**src/rtl/pcap_addr_fifo.sv**
```systemverilog
// DMA buffer-base table: FIFO with a registered head that holds the most
// recently popped entry, which is the base of the buffer being filled.
module pcap_addr_fifo #(
    parameter int DEPTH = 32,
    parameter int W     = 32
) (
    input  logic         clk_i,
    input  logic         rst_ni,
    input  logic         push_i,
    input  logic [W-1:0] push_data_i,
    input  logic         pop_i,
    output logic [W-1:0] head_o,
    output logic         empty_o,
    output logic         full_o
);
    localparam int AW = $clog2(DEPTH);

    logic [W-1:0] mem [DEPTH];
    logic [AW:0]  wr_ptr_q;
    logic [AW:0]  rd_ptr_q;
    logic [W-1:0] head_q;
    logic         do_push;
    logic         do_pop;

    assign empty_o = (wr_ptr_q == rd_ptr_q);
    assign full_o  = (wr_ptr_q[AW] != rd_ptr_q[AW]) &&
                     (wr_ptr_q[AW-1:0] == rd_ptr_q[AW-1:0]);
    assign do_push = push_i && !full_o;
    assign do_pop  = pop_i && !empty_o;
    assign head_o  = head_q;

    always_ff @(posedge clk_i) begin
        if (do_push) begin
            mem[wr_ptr_q[AW-1:0]] <= push_data_i;
        end
    end

    always_ff @(posedge clk_i or negedge rst_ni) begin
        if (!rst_ni) begin
            wr_ptr_q <= '0;
            rd_ptr_q <= '0;
            head_q   <= '0;
        end else begin
            if (do_push) begin
                wr_ptr_q <= wr_ptr_q + 1'b1;
            end
            if (do_pop) begin
                rd_ptr_q <= rd_ptr_q + 1'b1;
                head_q   <= mem[rd_ptr_q[AW-1:0]];
            end
        end
    end

endmodule

```
**config.mk**
```make
export PLATFORM = sky130hd
export DESIGN_NAME = pcap_addr_fifo
export DESIGN_NICKNAME = d
export VERILOG_FILES = /design/src/rtl/pcap_addr_fifo.sv
export SDC_FILE = /design/constraint.sdc
export NUM_CORES = 1
export LEC_CHECK = 0
export CORE_UTILIZATION = 67
export DETAILED_ROUTE_END_ITERATION = 16
export HOLD_SLACK_MARGIN = 0.03
export PLACE_DENSITY = 0.85
export SLEW_MARGIN = 0
export SYNTH_ARGS = -nofsm -noshare
export SYNTH_HDL_FRONTEND = slang
export SYNTH_SLANG_ARGS = --single-unit
```
**constraint.sdc**
```tcl
create_clock -name clk_i -period 9.4 [get_ports clk_i]
set_input_delay 1.88 -clock clk_i [delete_from_list [all_inputs] [get_ports clk_i]]
set_output_delay 1.88 -clock clk_i [all_outputs]
set_load 0.1 [all_outputs]
```
# Word level (Yosys, flattened, before mapping)

Memory sizes are Yosys's and may differ from the RTL's. A register that Yosys moved wholly into a read port is not among the register bits.
Cells that the tools add are included.

Memories kept: 1
RAM bits: 1024
Bits of input ports: 36
Register bits after elaboration: 12
Logic and storage cells: 16

Add/sub/neg operators: 2
Eq/ne operators: 3
Muxes and demuxes: 2
Reduce and logical (&&, ||, !) cells: 6

Memories:

| name | depth | bits a word | read ports | clocked after Yosys merged registers in | wr ports | line | source |
|---|---|---|---|---|---|---|---|
| mem  | 32    | 32          | 1          | 1                                       | 1        | 18   | `logic [W-1:0] mem [DEPTH];` |

Operator list:

| cell                                         | number |
|---|---|
| adder 6 x 1 -> 6 bit (second input constant) | 2 |
| == test 6 bit                                | 1 |
| == test 5 bit                                | 1 |
| logical AND 1 bit                            | 3 |
| zero test 1 bit                              | 3 |
| 2-to-1 mux 1 bit                             | 2 |
| inequality test 1 bit                        | 1 |

# Depth between registers and ports, before layout

Word-level depth: 6
Depth in mapped cells: 9

# Worst setup path after synthesis

Ideal clock, no wire load.

Kind: in2reg
Start: input push_i
End: memory mem[31][0], enable pin
Library setup time: 0.421 ns
Path slack: 5.062 ns
Data arrival time: 3.917 ns
Required time: 8.979 ns
Cell stages on the path: 4
Cells stage by stage: inv_1 > a31oi_2 > nand2_1 > nor2_1

Longest elaborated chain between the ends: 3

RTL lines:

| what                                   | line | source |
|---|---|---|
| start: declaration                     | 9    | `input logic push_i,` |
| logical AND 1 bit                      | 28   | `assign do_push = push_i && !full_o;` |
| 2-to-1 mux 1 bit                       | 33   | `if (do_push) begin` |
| 2-to-1 mux 1 bit (implied by the code) | 34   | `mem[wr_ptr_q[AW-1:0]] <= push_data_i;` |
| end: declaration                       | 18   |  |

No other way between the ends.

# Worst setup path after layout

Start: register rd_ptr_q[0]
End: output empty_o

Longest elaborated chain between the ends: 1

RTL lines:

| what                     | line | source |
|---|---|---|
| start: declaration       | 20   | `logic [AW:0] rd_ptr_q;` |
| start signal: assignment | 48   | `rd_ptr_q <= rd_ptr_q + 1'b1;` |
| == test 6 bit            | 25   | `assign empty_o = (wr_ptr_q == rd_ptr_q);` |
| end: declaration         | 13   | `output logic empty_o,` |

No other way between the ends.

==> impl_results.md <==
* RSZ-0062 raised after global routing: false
* Final HPWL DP at 59700 µm
* CORE AREA at between 0.06 and 0.07 mm²
* First-pass GRT wire length at 152000 µm
* Final setup fails at 0
* YS warnings at 0
* Share of cells above drive strength 1 at between 10% and 20%
* # IOs at 70
* Hold-fix buffers, CTS at 0
* ANT cells at 0
* R2R Path Start: rd_ptr_q[0]
* # clock sinks at approximately 1100
* Area leader, netlist: edfxtp_1
* Wirelength, routed at 107000 µm
* Avg Inst Size Synth at between 20 and 25 µm²
* Critical path depth in cells at 5
* Most common cell after layout, fill and taps aside: edfxtp_1
* Max frequency at between 150 and 200 MHz
* Min Tclk post-route at approximately 5.4 ns
* # nets final at about 2200
* DRT iter0 DRCs at 3330
* Total chip power at 0.0147 W
* Netlist area before placement at 0.0414 mm²
* Final std cells w/o fill at 2977
* Die area at approximately 0.063 mm²
* Pwr dens at between 300 and 400 mW/mm²
* Critical Path RT at about 7.5 ns
* Drt first pass iters at 6
* WL/cell at about 36 µm
* Source of the critical timing path: rd_ptr_q[0]
* Via density per instance at approximately 7.2
* Final hold vios at 0
* Maximum fanout along the worst path at 33
* FILL cells at 3014
* Antenna violations before repair at 1
* Post-synth ARST share at 4.12%
* CP Class: register to output port
* Worst Hold Class: register to register
* Slew Viols, Final at 0
* Num CTS Buffers at 100
* Gr usage total at 34.7%
* Worst path top cell family by delay: buffers and inverters
* Top_reg_cell synth: edfxtp_1
* Register area share after synthesis at about three quarters
* Final Skew at 0.0348 ns
* Slowest-stage cell, CP: clkdlybuf4s50_1
* CTS tree: done
* Residual overflow from global routing at 0
* Critical path's largest stage delay at ~1.2 ns
* Die width at 251 µm
* Max cap viols at 0
* Hold slack final at between 0.4 and 0.5 ns
* Initial Util at around two thirds
* Largest net degree at the start of global routing at between 150 and 200
* Rows at 90
* # port buffers at 69
* Worst reg2reg setup slack at about 5 ns
* Worst-Margin Slew at between 1 and 1.5 ns
* Postcts setup bufs at 0
* Period utilization at ~58%
* Syn_nets at just over 2000
* Antenna viol nets, final at 0
* Buf+Inv Stages, Crit Path at 1
* Total Neg Setup Slack at 0 ns
* Critical Path Source Type: register
* Post-synth EDFFs at 1024
* WP data arrival at around 3.6 ns
* Clock-pin slew on the worst setup and hold paths at approximately 0.06 ns
* Via count at ~21000
* Clk_lat worst skew at between 0.6 and 0.7 ns
* Status: finished, final reports clean
* Post-CTS sizing at 0
* Top-area cell type share of the netlist area at 74.3%
* Placed cell count at around 2800
* #FFs+latches synth at roughly 1100
* CP Cell Sequence: xor2_1 > nor3_2 > nand2_1 > nor2_1 > clkdlybuf4s50_1
* Placer's final routability congestion estimate at between 0.8 and 0.9
* Vias in the first global route at ~21000
* # H-tree levels at 3
* Die Height at approximately 250 µm
* Max IR drop VDD at ~0.21 mV
* Reg2reg end: head_o[19]
* CTS root buf: clkbuf_16
* Crit path capture type: output port
* DR DRC count at 0
* Library cells used by synthesis at 52
* Area contributors post-synth: edfxtp_1 74%, mux4_2 7.0%, mux2i_1 6.9%, dfrtp_1 2.7%, a22oi_1 1.4%
* FF-to-FF path depth at 7
* Mapped Cells at between 2000 and 2500
* Commonest non-fill, non-tap cells in the layout: 1024 x edfxtp_1, 285 x mux2i_1, 128 x mux4_2
* Area grow syn2layout at 11.3%
* Max-slew headroom at around a tenth
* CTS Buffer Depth at 3
* Crit path to: empty_o
* Static Leak at between 15 and 20 nW
## worst min path at each step
stage           startpoint     endpoint  slack (ns)  cells after the start
6_report        head_o[18]   head_o[18]        0.49                      2
5_1_grt         head_o[18]   head_o[18]        0.51                      2
4_1_cts         head_o[18]   head_o[18]        0.49                      2
3_5_place_dp    head_o[18]   head_o[18]        0.47                      2
3_3_place_gp    head_o[18]   head_o[18]        0.47                      2
2_1_floorplan  rd_ptr_q[5]  rd_ptr_q[5]        0.50                      1
## tightest hold or removal path, stage by stage (launching register included)
cell	delay [ns]
dfrtp_1	0.35
nand2_1	0.05
o31ai_1	0.05
## area by class of cell
class / count / area, µm² / area share, %
flip-flops and latches: 1068 / 31900 / 69.2
inverters: 6 / 22.5 / 0.0489
well taps: 782 / 978 / 2.12
clock buffers: 121 / 2630 / 5.72
multi-input cells: 839 / 9040 / 19.6
clock inverters: 67 / 709 / 1.54
repair buffers: 94 / 798 / 1.73
## flip-flops by register name, summed over array words and instances (netlist names)
name	flops
mem	1024
head_o	32
rd_ptr_q	6
wr_ptr_q	6
## power by group
part	internal, W	total, W	switching (W)
combinational	0.00155	0.00467	0.00312
sequential	0.00562	0.00595	0.000334
clock	0.00236	0.00413	0.00176
## synth_stat cells (3+ instances only)
master / number
edfxtp_1: 1024
mux2i_1: 285
mux4_2: 128
a22oi_1: 78
nor2_1: 77
buf_2: 48
dfrtp_1: 44
a21oi_1: 40
nand2_1: 31
clkbuf_1: 25
buf_4: 23
a211oi_1: 19
o221ai_1: 19
o31ai_1: 19
a2111oi_2: 18
o22ai_1: 18
a22o_1: 14
a31oi_1: 13
buf_6: 13
nor3_1: 13
mux4_1: 11
xnor2_1: 9
xor2_1: 8
inv_1: 6
ha_1: 5
nor2b_1: 5
clkbuf_4: 3
nand3b_1: 3
## cell families (layout without fill, tap and decap cells)
group / after synthesis / after routing / synth area share [%]
DFF: 1068 / 1068 / 77.0
muxes: 425 / 425 / 14.6
buffers and inverters: 123 / 288 / 1.83
and+or+nand+nor: 150 / 150 / 1.61
AOI/OAI and AO/OA: 242 / 242 / 4.49
adders and majority gates: 5 / 5 / 0.151
xor gates and xnor gates: 17 / 17 / 0.360
## routing by layer
layer	routed length [µm]	up-vias	GRT usage, %	share of wire (%)
met5	0	-	0	0
met4	5030	0	15.0	4.7
met3	13200	224	7.08	12
met2	51100	1702	54.8	48
met1	37100	11000	47.9	35
li1	-	8545	-	-
## through the flow
step	instance area (µm²)	util (%)	setup slack, ns
after floorplan	41400	-	5.06
after global placement	42700	70.4	4.37
after detailed placement	42700	70.4	4.26
after CTS	46000	75.9	3.97
after global routing	46000	75.9	3.84
final	46000	75.9	3.96
Power figures use the tool's default switching activity.
